<file path="config.mk">
export PLATFORM = sky130hd
export DESIGN_NAME = uart_xmt_flat
export DESIGN_NICKNAME = d
export VERILOG_FILES = /design/src/rtl/uart_xmt_if.sv /design/src/rtl/uart_xmt.sv /design/src/flat_wrapper.sv
export SDC_FILE = /design/constraint.sdc
export NUM_CORES = 1
export LEC_CHECK = 0
export BUFFER_PORTS_ARGS = -buffer_cell sky130_fd_sc_hd__buf_2
export CAP_MARGIN = 25
export CORE_MARGIN = 5
export CORE_UTILIZATION = 55
export DETAILED_ROUTE_END_ITERATION = 12
export PLACE_DENSITY = 0.74
export SYNTH_ARGS = -nofsm -noshare
export SYNTH_HDL_FRONTEND = slang
export SYNTH_SLANG_ARGS = --single-unit
</file>
<file path="constraint.sdc">
create_clock -name clk -period 2.36 [get_ports clk]
set_input_delay 0.472 -clock clk [delete_from_list [all_inputs] [get_ports clk]]
set_output_delay 0.472 -clock clk [all_outputs]
set_load 0.005 [all_outputs]
</file>
<file path="src/rtl/uart_xmt_if.sv">
// Byte-load handshake between the command/response byte source and the serial transmitter.
interface uart_xmt_if;
  logic       load;
  logic [7:0] parallel_in;
  logic       ready;
  logic       busy;

  modport master (output load, output parallel_in, input ready, input busy);
  modport slave  (input load, input parallel_in, output ready, output busy);
endinterface

</file>
<file path="src/rtl/uart_xmt.sv">
// 8N1 serial transmitter, LSB first, idle-high, registered line output.
// Define UART_XMT_HOLD_EN to add a one-byte holding register for gap-free back-to-back frames.
module uart_xmt #(
  parameter int unsigned CLKS_PER_BIT = 50000
) (
  input  logic       clk,
  input  logic       reset,
  uart_xmt_if.slave  bus,
  output logic       serial_out
);

  typedef enum logic [1:0] {IDLE, START, DATA, STOP} state_t;

  localparam logic [15:0] RELOAD = 16'(CLKS_PER_BIT - 1);

  state_t      state_q, state_d;
  logic [15:0] cnt_q, cnt_d;
  logic [2:0]  idx_q, idx_d;
  logic [7:0]  shift_q, shift_d;
  logic        serial_q, serial_d;
  logic        ready_q, ready_d;
  logic        busy_q, busy_d;
  logic        accept;
  logic        start_go;
  logic [7:0]  start_byte;
`ifdef UART_XMT_HOLD_EN
  logic [7:0]  hold_q, hold_d;
  logic        hold_full_q, hold_full_d;
`endif

  always_comb begin
    state_d  = state_q;
    cnt_d    = cnt_q;
    idx_d    = idx_q;
    shift_d  = shift_q;
    serial_d = serial_q;
    accept   = bus.load && ready_q;
`ifdef UART_XMT_HOLD_EN
    hold_d      = hold_q;
    hold_full_d = hold_full_q;
    // A byte accepted mid-frame (or on the final stop edge) parks in hold.
    if (accept && state_q != IDLE) begin
      hold_d      = bus.parallel_in;
      hold_full_d = 1'b1;
    end
    start_go   = hold_full_q || accept;
    start_byte = hold_full_q ? hold_q : bus.parallel_in;
`else
    start_go   = accept;
    start_byte = bus.parallel_in;
`endif

    case (state_q)
      IDLE: begin
        if (start_go) begin
          shift_d  = start_byte;
          cnt_d    = RELOAD;
          serial_d = 1'b0;
          state_d  = START;
`ifdef UART_XMT_HOLD_EN
          if (hold_full_q) hold_full_d = 1'b0;
`endif
        end
      end
      START: begin
        if (cnt_q == 16'd0) begin
          cnt_d    = RELOAD;
          serial_d = shift_q[0];
          idx_d    = 3'd0;
          state_d  = DATA;
        end else begin
          cnt_d = cnt_q - 16'd1;
        end
      end
      DATA: begin
        if (cnt_q == 16'd0) begin
          cnt_d = RELOAD;
          if (idx_q == 3'd7) begin
            serial_d = 1'b1;
            state_d  = STOP;
          end else begin
            shift_d  = {1'b0, shift_q[7:1]};
            serial_d = shift_q[1];
            idx_d    = idx_q + 3'd1;
          end
        end else begin
          cnt_d = cnt_q - 16'd1;
        end
      end
      STOP: begin
        if (cnt_q == 16'd0) begin
          cnt_d   = RELOAD;
          state_d = IDLE;
`ifdef UART_XMT_HOLD_EN
          // Chain the held byte straight into a new start bit, no idle gap.
          if (hold_full_q) begin
            shift_d     = hold_q;
            hold_full_d = 1'b0;
            serial_d    = 1'b0;
            state_d     = START;
          end
`endif
        end else begin
          cnt_d = cnt_q - 16'd1;
        end
      end
      default: begin
        state_d  = IDLE;
        serial_d = 1'b1;
      end
    endcase

    busy_d = (state_d != IDLE);
`ifdef UART_XMT_HOLD_EN
    ready_d = !hold_full_d;
`else
    ready_d = (state_d == IDLE);
`endif
  end

  always_ff @(posedge clk) begin
    if (!reset) begin
      state_q     <= IDLE;
      cnt_q       <= 16'd0;
      idx_q       <= 3'd0;
      shift_q     <= 8'd0;
      serial_q    <= 1'b1;
      ready_q     <= 1'b1;
      busy_q      <= 1'b0;
`ifdef UART_XMT_HOLD_EN
      hold_q      <= 8'd0;
      hold_full_q <= 1'b0;
`endif
    end else begin
      state_q     <= state_d;
      cnt_q       <= cnt_d;
      idx_q       <= idx_d;
      shift_q     <= shift_d;
      serial_q    <= serial_d;
      ready_q     <= ready_d;
      busy_q      <= busy_d;
`ifdef UART_XMT_HOLD_EN
      hold_q      <= hold_d;
      hold_full_q <= hold_full_d;
`endif
    end
  end

  assign bus.ready  = ready_q;
  assign bus.busy   = busy_q;
  assign serial_out = serial_q;

endmodule

</file>
<file path="src/flat_wrapper.sv">
// flat-port wrapper written by rule: the top's interface ports become plain ports
module uart_xmt_flat 
#(
  parameter int unsigned CLKS_PER_BIT = 50000
)
  (clk, reset, serial_out, bus_load, bus_parallel_in, bus_ready, bus_busy);
  uart_xmt_if bus_i ();
  input  logic clk;
  input  logic reset;
  output logic serial_out;
  input wire logic [$bits(bus_i.load)-1:0] bus_load;
  input wire logic [$bits(bus_i.parallel_in)-1:0] bus_parallel_in;
  output wire logic [$bits(bus_i.ready)-1:0] bus_ready;
  output wire logic [$bits(bus_i.busy)-1:0] bus_busy;
  assign bus_i.load = bus_load;
  assign bus_i.parallel_in = bus_parallel_in;
  assign bus_ready = bus_i.ready;
  assign bus_busy = bus_i.busy;
  uart_xmt #(.CLKS_PER_BIT(CLKS_PER_BIT)) u_core (.clk(clk), .reset(reset), .bus(bus_i), .serial_out(serial_out));
endmodule
</file>
After elaboration in Yosys (flattened, before gate mapping):

Cells that the tools add are included.

* register bits: 32
* input port bits: 11
* word-level logic and storage cells: 51

* add/sub/neg operators: 2
* eq/ne operators: 8
* mux-type cells: 22
* reduce and logical (&&, ||, !) cells: 12

Operator list (count)
* $mux W16: 2
* $pmux W16 S2: 1
* $mux W8: 3
* $logic_not A16 Y1: 1
* $pmux W8 S2: 1
* $sub A16 B1 Y16 const B: 1
* $reduce_and A4 Y1: 3
* $mux W2: 5
* $mux W3: 3
* $pmux W2 S4: 1
* $ne A2 B1 Y1 const B: 3
* $pmux W3 S2: 1
* $reduce_bool A2 Y1: 3
* $eq A2 B2 Y1 const B: 2
* $logic_not A2 Y1: 2
* $mux W1: 4
* $add A3 B1 Y3 const B: 1
* $eq A3 B3 Y1 const B: 1
* $pmux W1 S3: 1
* $reduce_bool A3 Y1: 1
* $reduce_or A3 Y1: 1
* $eq A2 B1 Y1 const B: 1
* $ne A2 B2 Y1 const B: 1
* $logic_and A1 B1 Y1: 1

Depth between registers and ports, before layout:

* word-level depth: 5
* mapped depth: 8

Least setup slack after synthesis:

OpenSTA, ideal clock, no wires.

* kind: register to register
* start point: register u_core.cnt_q[0]
* end point: register u_core.shift_q[1]
* library setup time: 0.086 ns
* data arrival time: 1.946 ns
* slack: 0.329 ns
* cell stages (with the launch flop): 9
* path buffers: 1
* clock period less this slack: 2.031 ns
* cells stage by stage: dfxtp_1 > inv_1 > ha_1 > or4b_4 > or3_1 > o21ai_2 > buf_4 > nor2_1 > a211oi_1

* longest elaborated chain between the ends: 3

Ends and longest elaborated chain
* start, declared: line uart_xmt.sv:17 `logic [15:0] cnt_q, cnt_d;`
* start signal, assigned: line uart_xmt.sv:136 `cnt_q <= cnt_d;`
* $logic_not A16 Y1: line uart_xmt.sv:76 `if (cnt_q == 16'd0) begin`
* $ne A2 B1 Y1 (no source line)
* $reduce_and A4 Y1 (no source line)
* end signal, assigned: line uart_xmt.sv:138 `shift_q <= shift_d;`
* end, declared: line uart_xmt.sv:19 `logic [7:0] shift_q, shift_d;`

No other way between the ends.
A chain may end at the register's enable or synchronous reset.

Final worst setup path:

* start point: register u_core.cnt_q[1]
* end point: register u_core.shift_q[4]

Same word-level chain as after synthesis.

==> flow_summary.toml <==
[synth]
synthArstFlopShare = 0
yosysSeqAreaShare = 0.3899
synth_cell_types = 44
synthTopCellsByArea = "dfxtp_1 39%, ha_1 6.1%, mux2i_1 6.1%"
syn_nets = 201
syn-instance-count = 182
synth-main-ff-cell = "dfxtp_1"
synth-edff-count = 0
synth.avg_cell_area_um2 = 9.027
synth_top_area_share = 0.3899
yosysMostFrequentCell = "dfxtp_1"
netlist_top_cells_count = "32 x dfxtp_1, 21 x nor2_1, 15 x nand2_1"
yosys.area.top_type = "dfxtp_1"
synth_seq_cells = 32
synth.cell_area_um2 = 1643
synth_warnings = 0

[finish]
fin_cells = 235
area_delta_synth_final_pct = 13.25
nets = 222
drive_above_1_share = 0.1765
diodes = 0

[setup_path]
critPathLaunchType = "register"
cpPeakStageDelay_ns = 0.51
crit_chain = "inv_1 > ha_1 > or4b_4 > or3_1 > o21ai_4 > buf_4 > nor2_1 > a211oi_1"
r2r_setup_slack_ns = 0.13
critical_path_required_ns = 2.62
cp_max_fo = 8
worst-path-buf-inv = 2
slowest_stage = "or4b_4"
critPathArrivalTime_ns = 2.49
end_kind = "register"
cp_top_family = "simple AND/OR/NAND/NOR gates"
worstSetupPathType = "register to register"

[floorplanning]
io_pins = 14
dieArea_um2 = 4180
initial_utilization = 0.5856
die-height_um = 64.66
die_w_um = 64.66
rows = 19
coreArea_um2 = 2805

[global_route]
grt_pass1_vias = 1286
grt_util_all_layers = 0.1710
grt_pass1_wl_mm = 5.699
grt_max_degree = 17
overflow = 0
grt_antenna_before_repair = 0

[pwr]
leakage_nw = 0.7275
p_per_area_nw_per_um2 = 1285
peakVddDrop_uv = 829.5

[sta]
max_clock_freq_mhz = 448.2
maxSlewViolCount = 0
tightest_slew_ns = 0.5276
maxSlewHeadroom = 0.6453
hold_viol = 0
rsz0062_at_grt = "false"
fin_tns_setup_ns = 0
skew_ns = 0.01082
setup_viol = 0
fin_hold_ws_ns = 0.4431
timing.final.crit_share = 0.9454
finalCriticalPeriod_ns = 2.231

[detailed_routing]
wirelength_mm = 3.299
drc = 0
vias = 1432
wl_per_cell_um = 14.04
drt_iter0_drc = 65
antenna_left = 0
first_pass_iters = 5
viasPerCell = 6.094

[clocking]
htree_num_levels = 2
clk_path_buf_depth = 2
clock_latency_ns = 0.34
root_buffer = "clkbuf_4"
clk_pin_slew_ns = 0.11
numCtsBuffers = 5
cts.sinks = 32
cts_tree = "built"

[job]
cap_viol_max_count = 0

[place]
port_buffers = 13
place_inst = 224
place_congestion = 0.8817
dp_hpwl_mm = 2.430

[hold_path]
hp-class = "input pin to register"

[status]
status = "finished, final reports clean"
==> layout by cell type, fill, tap and decap left out, types with 2 or more instances in the layout <==
cell type  instances
dfxtp_1           32
nor2_1            21
nand2_1           15
buf_2             13
mux2i_1           10
a21oi_1            9
a211oi_1           8
ha_1               8
xnor2_1            7
buf_4              7
inv_1              6
xor2_1             6
nor3_1             6
o21ai_0            5
nand3_1            5
clkbuf_4           5
or3_1              4
or2_1              2
o211ai_1           2
or4_1              2
and2_1             2
nand2b_1           2
nand3b_1           2
nor4_1             2
==> repair_timing <==
| item | CTS | global route |
|---|---|---|
| hold buffers | 0 | 0 |
| resized for setup | 0 | 1 |
| endpoints found under the setup margin | 0 | 7 |
| setup buffers | 0 | 3 |
==> final timing paths <==
kind	from	to	cells past startpoint
max	u_core.cnt_q[1]$_SDFFE_PN0P_	u_core.shift_q[4]$_SDFFE_PN0P_	8
min	reset	u_core.serial_out$_SDFFE_PN1P_	2
max reg2reg	u_core.cnt_q[1]$_SDFFE_PN0P_	u_core.shift_q[4]$_SDFFE_PN0P_	8
min reg2reg	u_core.idx_q[1]$_SDFFE_PN0P_	u_core.idx_q[1]$_SDFFE_PN0P_	2
==> power breakdown <==
part           total [mW]  internal [mW]  leakage (nW)  switching [mW]
clock               0.420          0.221        0.0412           0.199
sequential          0.900          0.732         0.264           0.167
combinational        1.07          0.497         0.422           0.573
==> kinds of logic after synthesis <==
kind of cell             after synthesis  share of synthesized area
multiplexers                          10                    0.06093
XOR/XNOR                              13                    0.06931
AND/OR/NAND/NOR                       70                     0.2330
buffers and inverters                 13                    0.03199
flip-flops                            32                     0.3899
adder cells (fa/ha/maj)                8                    0.06093
AO/OA/AOI/OAI                         36                     0.1539
==> per-stage QoR <==
stage	total power [mW]	utilization	cell area [µm²]	setup WS, ns
after global placement	1.856	0.6240	1750	0.1807
after floorplan	1.663	-	1643	0.3289
final	2.390	0.6632	1861	0.1289
after global routing	2.585	0.6632	1861	0.03017
after detailed placement	1.904	0.6240	1750	0.07957
after CTS	2.324	0.6525	1831	0.04632
==> sequential cells by signal (all words and copies together) (netlist names) <==
register           flops
u_core.bus.busy        1
u_core.bus.ready       1
u_core.cnt_q          16
u_core.idx_q           3
u_core.serial_out      1
u_core.shift_q         8
u_core.state_q         2
==> final cells by class <==
type | count | area [µm²]
inverters | 7 | 26.28
repair buffers | 20 | 117.6
multi-input cells | 137 | 957.2
well taps | 31 | 38.79
flip-flops and latches | 32 | 640.6
fillers | 229 | 944.7
clock buffers | 5 | 37.54
clock inverters | 3 | 42.54
==> metal layers <==
layer / routed length [µm] / track usage
met5: 0 / 0
met4: 51 / 0.06332
met3: 225 / 0.05527
met2: 1481 / 0.2668
met1: 1541 / 0.2213
Power figures use the tool's default switching activity.
